### src/rtl/cd_ctrl.sv
// cd_ctrl: four-channel clock divider with glitch-free runtime ratio updates.
// Optional macro CD_CTRL_TICK_EN adds per-channel rising-edge tick pulses.
module cd_ctrl #(
  parameter int CNT_W        = 20,
  parameter int DIV_VGA_RST  = 1,
  parameter int DIV_UART_RST = 217,
  parameter int DIV_LM_RST   = 25000,
  parameter int DIV_DB_RST   = 250000
) (
  input  logic             clk,
  input  logic             rst_n,
  input  logic             cfg_valid,
  output logic             cfg_ready,
  input  logic [1:0]       cfg_sel,
  input  logic [CNT_W-1:0] cfg_div,
  output logic [3:0]       busy,
`ifdef CD_CTRL_TICK_EN
  output logic [3:0]       tick,
`endif
  output logic             clk_VGA,
  output logic             clk_UART,
  output logic             clk_LM,
  output logic             clk_DB
);

  typedef logic [CNT_W-1:0] cnt_t;

  // S_LOAD: update accepted while OFF, applied on the following edge
  typedef enum logic [1:0] {
    S_OFF,
    S_RUN,
    S_PEND,
    S_LOAD
  } st_t;

  st_t        r_st  [4];
  st_t        w_st  [4];
  cnt_t       r_cnt [4];
  cnt_t       w_cnt [4];
  cnt_t       r_cur [4];
  cnt_t       w_cur [4];
  cnt_t       r_nxt [4];
  cnt_t       w_nxt [4];
  logic [3:0] r_clk;
  logic [3:0] w_clk;
  logic [3:0] w_acc;
  logic [3:0] w_end;

  function automatic cnt_t f_rst(input int ch);
    case (ch)
      0:       return cnt_t'(DIV_VGA_RST);
      1:       return cnt_t'(DIV_UART_RST);
      2:       return cnt_t'(DIV_LM_RST);
      default: return cnt_t'(DIV_DB_RST);
    endcase
  endfunction

  always_comb begin
    busy = '0;
    for (int i = 0; i < 4; i++) begin
      busy[i] = (r_st[i] == S_PEND) || (r_st[i] == S_LOAD);
    end
  end

  assign cfg_ready = ~busy[cfg_sel];

  always_comb begin
    w_acc = '0;
    w_end = '0;
    w_clk = r_clk;
    for (int i = 0; i < 4; i++) begin
      w_st[i]  = r_st[i];
      w_cnt[i] = r_cnt[i];
      w_cur[i] = r_cur[i];
      w_nxt[i] = r_nxt[i];
      w_acc[i] = cfg_valid && cfg_ready && (cfg_sel == 2'(i));
      w_end[i] = (r_cnt[i] == r_cur[i] - cnt_t'(1));
      unique case (r_st[i])
        S_OFF: begin
          if (w_acc[i]) begin
            w_nxt[i] = cfg_div;
            w_st[i]  = S_LOAD;
          end
        end
        S_LOAD: begin
          w_cur[i] = r_nxt[i];
          w_cnt[i] = '0;
          w_clk[i] = 1'b0;
          w_st[i]  = (r_nxt[i] == '0) ? S_OFF : S_RUN;
        end
        S_RUN, S_PEND: begin
          if (w_end[i]) begin
            w_cnt[i] = '0;
            w_clk[i] = ~r_clk[i];
            // pending ratio lands only on the high-to-low boundary
            if (r_st[i] == S_PEND && r_clk[i]) begin
              w_clk[i] = 1'b0;
              w_cur[i] = r_nxt[i];
              w_st[i]  = (r_nxt[i] == '0) ? S_OFF : S_RUN;
            end
          end else begin
            w_cnt[i] = r_cnt[i] + cnt_t'(1);
          end
          if (r_st[i] == S_RUN && w_acc[i]) begin
            w_nxt[i] = cfg_div;
            w_st[i]  = S_PEND;
          end
        end
      endcase
    end
  end

  always_ff @(posedge clk or negedge rst_n) begin
    if (!rst_n) begin
      r_clk <= '0;
      for (int i = 0; i < 4; i++) begin
        r_st[i]  <= (f_rst(i) == '0) ? S_OFF : S_RUN;
        r_cnt[i] <= '0;
        r_cur[i] <= f_rst(i);
        r_nxt[i] <= '0;
      end
    end else begin
      r_clk <= w_clk;
      for (int i = 0; i < 4; i++) begin
        r_st[i]  <= w_st[i];
        r_cnt[i] <= w_cnt[i];
        r_cur[i] <= w_cur[i];
        r_nxt[i] <= w_nxt[i];
      end
    end
  end

`ifdef CD_CTRL_TICK_EN
  logic [3:0] r_tick;

  always_ff @(posedge clk or negedge rst_n) begin
    if (!rst_n) begin
      r_tick <= '0;
    end else begin
      r_tick <= w_clk & ~r_clk;
    end
  end

  assign tick = r_tick;
`endif

  assign clk_VGA  = r_clk[0];
  assign clk_UART = r_clk[1];
  assign clk_LM   = r_clk[2];
  assign clk_DB   = r_clk[3];

endmodule

### config.mk
export PLATFORM = sky130hd
export DESIGN_NAME = cd_ctrl
export DESIGN_NICKNAME = d
export VERILOG_FILES = /design/src/rtl/cd_ctrl.sv
export SDC_FILE = /design/constraint.sdc
export NUM_CORES = 1
export LEC_CHECK = 0
export ABC_AREA = 1
export CAP_MARGIN = 20
export CORE_ASPECT_RATIO = 1.1
export CORE_MARGIN = 1
export CORE_UTILIZATION = 55
export DETAILED_ROUTE_END_ITERATION = 16
export DONT_BUFFER_PORTS = 1
export PLACE_DENSITY = 0.78
export SYNTH_ARGS = -nofsm -noshare
export SYNTH_HDL_FRONTEND = slang
export SYNTH_SLANG_ARGS = --single-unit
### constraint.sdc
create_clock -name clk -period 3.4 [get_ports clk]
set_input_delay 0.68 -clock clk [delete_from_list [all_inputs] [get_ports clk]]
set_output_delay 0.68 -clock clk [all_outputs]
set_load 0.005 [all_outputs]
==> results.tsv <==
metric	value	unit
Post-Syn Nets	2043	
Worst Path Max Fanout	24	
Startpoint Class	register	
post-synth top area share	38.3	%
Cell variety after synth	48	
Worst IR Drop VDD	0.486	mV
RSZ-0062 raised after global routing	no	
Synth Area in XOR/XNOR	7.61	%
Syn Area/Cell	7.50	um^2
clock root buffer	clkbuf_16	
dominant cell type by area after synthesis	dfrtp_1	
complex-gate fraction of the synthesized area	6.85	%
post-layout min period	2.82	ns
Max-Cap Viols	0	
maximum clock rate	354	MHz
crit-path cells	inv_1 > ha_1 > nand3_2 > nor2_4 > nand3_1 > clkinv_1 > nand2_1 > nand2_1 > nand2_1 > nor3_1 > nand3_2 > nand2_4 > nand3_2 > nand2_1 > nand2_1	
via count	12600	
Post-Synth Simple-Gate Area	32.6	%
CTS tree	done	
clk slew on worst S/H paths	0.06	ns
status	finished with violations	
critical path's most frequent cell	nand2_1	
Placer Congestion	0.985	
Core ar.	0.0265	mm^2
Initial DRT Pass Iterations	7	
Post-Synth Adder-Cell Area	2.01	%
vias in the first global route	12000	
Synth Warn #	0	
Die H	175	um
Clk Latency, worst-skew pair	0.54	ns
synthesized flop and latch total	252	
final WL	35200	um
Cells after Synth	1994	
hpwl dp	25800	um
final count of pins violating max slew	0	
failing checks	negative hold slack	
most common cell in the netlist	nand2_1	
DRT iter0 DRCs	1148	
initial core utilization	56.5	%
WL/cell	15.0	um
final hold violation count	186	
WS Path Type	register to register	
largest family of logic cells by synthesized area	simple AND/OR/NAND/NOR gates	
Layout area overhead	7.42	%
cell row count	62	
I/O Pins	34	
slowest stage delay, CP	0.38	ns
DIE WIDTH	159	um
Pwr Total	15.6	mW
sequential share of the synthesized area	42.4	%
total grt overflow	0	
Setup Fix Bufs, Post-CTS	0	
share of cells above drive strength 1	7.46	%
Async SR Flop Fraction	100	%
antenna violations before repair	0	
commonest cells in the netlist	nand2_1 (568), inv_1 (245), dfrtp_1 (229), nor2_1 (210), nand4_1 (96)	
Hold WS	-0.167	ns
Leak	7.97	nW
largest net degree at the start of global routing	253	
synth top area cells	dfrtp_1 (38%), nand2_1 (14%), inv_1 (6.1%), xor2_1 (5.4%), nor2_1 (5.3%)	
mux cell area share after synthesis	0	%
first-pass GRT wire length	59000	um
Post-Syn Area	0.0150	mm^2
Worst Skew	0.0131	ns
crit path max-delay cell type	dfstp_2	
post_cts resized	0	
Remaining DRCs	0	
Hold/Removal Path Class	input port to async pin	
remaining antenna violation count	0	
routed vias/inst	5.37	
pwr dens	971	mW/mm^2
worst slew pin tran	0.764	ns
Max-slew headroom	49.0	%
TritonCTS Buffers	27	
Crit path arrival time	3.25	ns
clk sinks	252	
fin nets	2027	
H-tree depth	1	
antenna fix cells	0	
fillers	2333	
clk buf depth	3	
top_reg_cell synth	dfrtp_1	
Tot GR Track Use	25.8	%
die footprint	0.0279	mm^2
endpoint type of the worst setup path	register	
setup TNS	0	ns
required time worst endpoint	3.82	ns
PortBufs	0	
Final setup viols	0	
Post-synth EDFFs	0	
Final period util	83.0	%
-- layout make-up --
class / instances / area (um^2) / share of cell area, %
timing repair buffer: 13 / 97.6 / 0.607
clock inverter: 15 / 153 / 0.950
tap: 352 / 440 / 2.74
clock buffer: 34 / 762 / 4.74
multi-input combinational: 1434 / 7340 / 45.7
sequential: 252 / 6330 / 39.4
inverter: 250 / 941 / 5.86
-- power breakdown --
part           switching, mW  total [mW]  internal [mW]
Sequential              1.08        5.23           4.15
Combinational           4.94        7.38           2.44
Clock                   1.24        2.99           1.75
-- placed cells by master (no fill, tap or decap), drive strengths merged, types with 34 or more instances in the layout --
cell    count
clkbuf     34
dfrtp     229
inv       251
nand2     579
nand3     102
nand4      97
nor2      235
o21ai     143
xnor2      37
xor2       93
-- worst max-delay path: cells and delay by family, from the launching register on --
kind | cells | cell delay (ns)
adder cells (fa/ha/maj) | 1 | 0.25
AND/OR/NAND/NOR | 12 | 1.90
buffers and inverters | 2 | 0.18
flip-flops | 1 | 0.38
-- metrics by stage --
stage / area (um^2) / std cells / hold slack, ns / utilization, % / setup WS (ns)
floorplan: 15000 / 1994 / 0.384 / - / 1.19
global placement: 15200 / 2301 / 0.391 / 57.3 / 0.721
detailed placement: 15200 / 2301 / 0.393 / 57.3 / 0.624
CTS: 16100 / 2350 / -0.179 / 60.7 / 0.588
global route: 16100 / 2350 / -0.188 / 60.7 / 0.253
finish: 16100 / 2350 / -0.167 / 60.7 / 0.576
-- cells by family after synthesis --
family | count (synthesis)
flip-flops | 252
XOR/XNOR | 130
buffers and inverters | 308
AO/OA/AOI/OAI | 187
AND/OR/NAND/NOR | 1093
adder cells (fa/ha/maj) | 24
-- flip-flops by register name (all words and copies together) (netlist names) --
name / cells
r_cur: 80
r_cnt: 80
r_st: 8
r_nxt: 80
r_clk: 4
-- final timing paths --
path                                        from                    end  slack [ns]  cells past startpoint
setup / recovery           r_cur[40]$_DFFE_PN1P_  r_cur[59]$_DFFE_PN0P_        0.58                     15
hold / removal                             rst_n  r_cnt[67]$_DFFE_PN0P_       -0.17                      0
setup reg to reg           r_cur[40]$_DFFE_PN1P_  r_cur[59]$_DFFE_PN0P_        0.58                     15
hold reg to reg            r_cur[40]$_DFFE_PN1P_  r_cur[40]$_DFFE_PN1P_        0.47                      2
max in group asynchronous                  rst_n   r_cnt[6]$_DFFE_PN0P_        2.93                      0
min in group clk                      cfg_sel[0]    r_st[5]$_DFFE_PN0P_        0.42                      3
-- layer usage --
layer	part of all wire, %	global-route usage [%]	vias up
li1	-	-	6327
met1	44	34.2	5952
met2	47	43.1	278
met3	5.6	4.15	62
met4	3.1	9.17	0
met5	0	0	-
(Power assumes the default switching activity.)
